### src/rtl/serial_add_ctrl.sv
// Bit-serial adder controller: feeds one external 1-bit full adder LSB first and
// accumulates sum bits and the running carry, pulsing done when the result is committed.
module serial_add_ctrl #(
  parameter int unsigned WIDTH = 8
) (
  input  logic             clk,
  input  logic             rst_n,
  input  logic             start,
  input  logic [WIDTH-1:0] a,
  input  logic [WIDTH-1:0] b,
  input  logic             cin,
  output logic             fa_a,
  output logic             fa_b,
  output logic             fa_cin,
  input  logic             fa_sum,
  input  logic             fa_cout,
  output logic             busy,
  output logic             done,
  output logic [WIDTH-1:0] sum,
  output logic             cout
);

  localparam int unsigned CntW = $clog2(WIDTH + 1);
  localparam logic [CntW-1:0] CntLast = CntW'(WIDTH - 1);

  typedef enum logic [1:0] {
    StIdle,
    StRun,
    StFin
  } state_e;

  state_e           state_q, state_d;
  logic [WIDTH-1:0] a_sh_q, a_sh_d;
  logic [WIDTH-1:0] b_sh_q, b_sh_d;
  logic [WIDTH-1:0] acc_q, acc_d;
  logic [WIDTH-1:0] sum_q, sum_d;
  logic [CntW-1:0]  cnt_q, cnt_d;
  logic             carry_q, carry_d;
  logic             cout_q, cout_d;

  always_comb begin
    state_d = state_q;
    a_sh_d  = a_sh_q;
    b_sh_d  = b_sh_q;
    acc_d   = acc_q;
    sum_d   = sum_q;
    cnt_d   = cnt_q;
    carry_d = carry_q;
    cout_d  = cout_q;

    unique case (state_q)
      StIdle: begin
        if (start) begin
          state_d = StRun;
          a_sh_d  = a;
          b_sh_d  = b;
          carry_d = cin;
          acc_d   = '0;
          cnt_d   = '0;
        end
      end
      StRun: begin
        // New sum bit enters at the MSB so the LSB-first stream lands in place.
        acc_d   = (acc_q >> 1) | (WIDTH'(fa_sum) << (WIDTH - 1));
        carry_d = fa_cout;
        a_sh_d  = a_sh_q >> 1;
        b_sh_d  = b_sh_q >> 1;
        cnt_d   = cnt_q + CntW'(1);
        if (cnt_q == CntLast) begin
          state_d = StFin;
        end
      end
      StFin: begin
        sum_d  = acc_q;
        cout_d = carry_q;
        if (start) begin
          state_d = StRun;
          a_sh_d  = a;
          b_sh_d  = b;
          carry_d = cin;
          acc_d   = '0;
          cnt_d   = '0;
        end else begin
          state_d = StIdle;
        end
      end
      default: state_d = StIdle;
    endcase
  end

  always_ff @(posedge clk or negedge rst_n) begin
    if (!rst_n) begin
      state_q <= StIdle;
      a_sh_q  <= '0;
      b_sh_q  <= '0;
      acc_q   <= '0;
      sum_q   <= '0;
      cnt_q   <= '0;
      carry_q <= 1'b0;
      cout_q  <= 1'b0;
    end else begin
      state_q <= state_d;
      a_sh_q  <= a_sh_d;
      b_sh_q  <= b_sh_d;
      acc_q   <= acc_d;
      sum_q   <= sum_d;
      cnt_q   <= cnt_d;
      carry_q <= carry_d;
      cout_q  <= cout_d;
    end
  end

  assign busy   = (state_q == StRun);
  assign done   = (state_q == StFin);
  assign fa_a   = busy & a_sh_q[0];
  assign fa_b   = busy & b_sh_q[0];
  assign fa_cin = busy & carry_q;
  assign sum    = sum_q;
  assign cout   = cout_q;

endmodule

### config.mk
export PLATFORM = sky130hd
export DESIGN_NAME = serial_add_ctrl
export DESIGN_NICKNAME = d
export VERILOG_FILES = /design/src/rtl/serial_add_ctrl.sv
export SDC_FILE = /design/constraint.sdc
export NUM_CORES = 1
export LEC_CHECK = 0
export CORE_MARGIN = 1.5
export CORE_UTILIZATION = 50
export DETAILED_ROUTE_END_ITERATION = 16
export PLACE_DENSITY_LB_ADDON = 0.3
export SYNTH_ARGS = -nofsm -noshare
export SYNTH_HDL_FRONTEND = slang
export SYNTH_SLANG_ARGS = --single-unit
export TNS_END_PERCENT = 50
### constraint.sdc
create_clock -name clk -period 1.4 [get_ports clk]
set_input_delay 0.28 -clock clk [delete_from_list [all_inputs] [get_ports clk]]
set_output_delay 0.28 -clock clk [all_outputs]
set_load 0.02 [all_outputs]
==> results_tabular.tex <==
\begin{tabular}{lr}
\hline
Metric & Value \\
\hline
\multicolumn{2}{l}{\textbf{Synthesis}} \\
\quad Count of unique library cells instantiated by Yosys & 27 \\
\quad Synth Net Count & 168 \\
\quad Number of flops mapped to enable cells by yosys & 0 \\
\quad Warnings from Yosys & 0 \\
\quad Proportion of synthesized flip-flops having asynchronous set or reset & 1.000 \\
\quad Average size of a mapped cell & 12.05 sq um \\
\quad Dominant synthesized flop cell & sky130\_fd\_sc\_hd\_\_dfrtp\_1 \\
\quad Cell area after synthesis & 1748 sq um \\
\quad Sequential share of the synthesized area & 0.5727 \\
\quad Cell count after synthesis & 145 \\
\quad Number of synthesized register bits & 40 \\
\multicolumn{2}{l}{\textbf{Die}} \\
\quad Boundary pin count & 36 \\
\quad Full die area & 3860 sq um \\
\quad Width of the die & 62.13 microns \\
\quad Effective utilization at floorplan & 0.5238 \\
\quad Core region area & 3337 sq um \\
\quad Cell Rows & 21 \\
\quad Die height & 62.13 microns \\
\multicolumn{2}{l}{\textbf{Placed design}} \\
\quad Detailed placer's ending HPWL & 2464 microns \\
\quad Buffers added on ports & 35 \\
\quad Final RePlAce weighted congestion & 0.7528 \\
\multicolumn{2}{l}{\textbf{Critical path}} \\
\quad Type of destination of the critical path & output port \\
\quad Endpoint arrival time on the critical path & 1.24 ns \\
\quad Crit path buf inv count & 2 \\
\quad Cell-by-cell trace of the critical path & nand2b\_4 -> inv\_6 -> and2\_4 -> buf\_6 \\
\quad Largest driver fanout on the critical path & 6 \\
\quad Critical path type & reg -> out \\
\quad Type of element launching the critical path & flop \\
\quad Highest-delay cell along the critical path & sky130\_fd\_sc\_hd\_\_dfrtp\_1 \\
\quad Slowest Stage Delay on Critical Path & 0.41 ns \\
\quad Worst path required time & 1.12 ns \\
\quad Critical path's top delay family & flip-flops \\
\multicolumn{2}{l}{\textbf{Clock network}} \\
\quad Root buffer cell & sky130\_fd\_sc\_hd\_\_clkbuf\_4 \\
\quad \# clock sinks & 40 \\
\quad Buffer depth of the longest clock path & 2 \\
\quad Worst-path clk slew & 0.11 ns \\
\quad TritonCTS clock tree & built \\
\quad Clock buffer count from CTS & 5 \\
\quad Clock latency on the worst-skew pair & 0.34 ns \\
\quad H-tree lvl count & 2 \\
\multicolumn{2}{l}{\textbf{Layout}} \\
\quad Final-layout fill cell count & 252 \\
\quad Area Overhead vs Synth & 33.36\% \\
\quad Post-layout nets & 221 \\
\quad Antenna fix cells & 0 \\
\quad Share of layout cells above drive strength 1 & 0.2663 \\
\quad Most common cell after layout, fill and taps aside & sky130\_fd\_sc\_hd\_\_dfrtp\_1 \\
\quad Most frequent cells in the layout & sky130\_fd\_sc\_hd\_\_dfrtp\_1 (39), sky130\_fd\_sc\_hd\_\_clkdlybuf4s50\_1 (20), sky130\_fd\_sc\_hd\_\_o21ai\_0 (19), sky130\_fd\_sc\_hd\_\_buf\_4 (19), sky130\_fd\_sc\_hd\_\_nand3\_1 (18) \\
\multicolumn{2}{l}{\textbf{Detailed routing}} \\
\quad First-iteration detailed-routing DRC count & 60 \\
\quad First drt pass iteration count & 4 \\
\quad Drt wl/cell & 14.16 microns \\
\quad Detailed-route wire length on metal 1 & 1449 microns \\
\quad Uppermost layer routed & met4 \\
\quad Via density per instance & 5.404 \\
\quad Total number of vias & 1324 \\
\quad Number of nets with antenna violations after detailed routing & 0 \\
\quad WL met3 & 175 microns \\
\quad Post-route DRC & 0 \\
\quad Total wire length & 3469 microns \\
\quad Metal2 WL & 1790 microns \\
\multicolumn{2}{l}{\textbf{GRT}} \\
\quad Maximum number of pins on one net before global-route repair & 41 \\
\quad Number of global-route vias before repair & 1383 \\
\quad Initial antenna violation count & 0 \\
\quad GR Overflow Total & 0 \\
\quad Tot GR Track Use & 0.1993 \\
\quad Global-route wire length before repair & 6051 microns \\
\multicolumn{2}{l}{\textbf{Timing}} \\
\quad Setup clock skew after layout & 0.006854 ns \\
\quad Worst rel slew slack & 0.6689 \\
\quad Total of endpoints with negative setup slack in the final report & 5 \\
\quad Worst hold-check slack & 0.5068 ns \\
\quad Max-slew violation count & 0 \\
\quad Setup Total Neg Slack & -0.5250 ns \\
\quad Maximum clock rate & 658.9 MHz \\
\quad Time the final worst path needs with I/O delays and setup & 1.518 ns \\
\quad Slew at the pin with the worst max-slew slack & 0.4966 ns \\
\quad Final WS setup & -0.1177 ns \\
\quad Number of endpoints with negative hold slack in the final report & 0 \\
\quad Final worst path period share & 1.084 \\
\quad RSZ-0062 raised after global routing & yes \\
\multicolumn{2}{l}{\textbf{Power and ir drop}} \\
\quad Power density of the placed cells & 2124 nW/um\^{}2 \\
\quad Leakage component of the power & 1.121 nW \\
\quad Overall Power & 4.951 mW \\
\quad Worst ir drop on vdd & 890.7 uV \\
\multicolumn{2}{l}{\textbf{Run}} \\
\quad Count of maximum capacitance violations & 0 \\
\multicolumn{2}{l}{\textbf{Run status}} \\
\quad Outcome & finished with violations \\
\quad Failing checks & negative setup slack \\
\multicolumn{2}{l}{\textbf{Min path}} \\
\quad Worst min-delay path category & in -> async \\
\hline
\end{tabular}
-- through the flow --
stage,std cells,util,setup WS [ns],area (sq um)
2_1_floorplan,145,-,0.02313,1762
3_3_place_gp,232,0.6637,-0.2322,2215
3_5_place_dp,232,0.6637,-0.2664,2215
4_1_cts,243,0.6933,-0.1405,2313
5_1_grt,245,0.6985,-0.1706,2331
6_report,245,0.6985,-0.1177,2331
-- final cells by class --
cell class / count / area (sq um) / area share
multi-input combinational: 92 / 689.4 / 0.2958
tap: 46 / 57.56 / 0.02469
clock inverter: 2 / 10.01 / 0.004294
inverter: 3 / 16.27 / 0.006978
timing repair buffer: 56 / 504.2 / 0.2163
sequential: 40 / 1002 / 0.4300
clock buffer: 6 / 51.30 / 0.02201
-- registers in the layout (all words and copies together), names as in the netlist --
signal,flops
b_sh_q,8
sum,8
carry_q,1
cout,1
a_sh_q,8
acc_q,8
cnt_q,4
state_q,2
-- final timing paths --
kind / from / endpoint / slack, ns / depth (start not counted)
min in group clk: cout / cout / 0.51 / 1
max in group asynchronous: rst_n / state_q[0] / 0.52 / 3
min reg2reg: cout / cout / 0.51 / 1
max: state_q[1] / fa_a / -0.12 / 4
max reg2reg: state_q[1] / sum[1] / 0.03 / 5
min: rst_n / acc_q[4] / 0.51 / 3
-- cell families after synthesis --
group	Yosys count	share of synthesized area
xor gates and xnor gates	2	0.01002
muxes	26	0.1553
adders and majority gates	1	0.007157
buffers and inverters	13	0.04438
DFF	40	0.5727
AOI/OAI and AO/OA	31	0.1153
and+or+nand+nor	32	0.09520
-- Yosys cell counts (2+ instances only) --
cell type / n / share of area
sky130_fd_sc_hd__and2_1: 3 / 0.011
sky130_fd_sc_hd__mux2_2: 9 / 0.058
sky130_fd_sc_hd__nand2b_1: 2 / 0.0072
sky130_fd_sc_hd__dfrtp_1: 40 / 0.57
sky130_fd_sc_hd__a22o_1: 9 / 0.045
sky130_fd_sc_hd__buf_2: 5 / 0.014
sky130_fd_sc_hd__o21ai_0: 19 / 0.054
sky130_fd_sc_hd__mux2i_1: 17 / 0.097
sky130_fd_sc_hd__inv_1: 2 / 0.0043
sky130_fd_sc_hd__nand3_1: 18 / 0.052
sky130_fd_sc_hd__nand2_1: 4 / 0.0086
sky130_fd_sc_hd__buf_6: 2 / 0.013
-- layer usage --
metal  GRT usage  up-vias
met3     0.04348        4
met5           0        -
li1            -      624
met4     0.08333        0
met1      0.2295      656
met2      0.3587       40
-- worst reg2reg max path, stage by stage (launching register included) --
cell and delay, ns:
sky130_fd_sc_hd__dfrtp_1 0.41, sky130_fd_sc_hd__buf_4 0.15, sky130_fd_sc_hd__buf_6 0.11, sky130_fd_sc_hd__nand2_4 0.05, sky130_fd_sc_hd__buf_4 0.17, sky130_fd_sc_hd__mux2_2 0.35
-- power by group --
group	switching [mW]	internal, mW	total (mW)
sequential	0.327	1.67	2.00
clock	0.359	0.239	0.598
combinational	1.17	1.19	2.35
-- what timing repair did --
item | CTS | global route
setup endpoints to repair | 14 | 5
hold endpoints to repair | 40 | 0
hold buffers | 1 | 0
buffers inserted | 2 | 2
resized for setup | 45 | 1
pin swaps | 3 | 0
No activity file was read; power rests on OpenSTA's default activity.
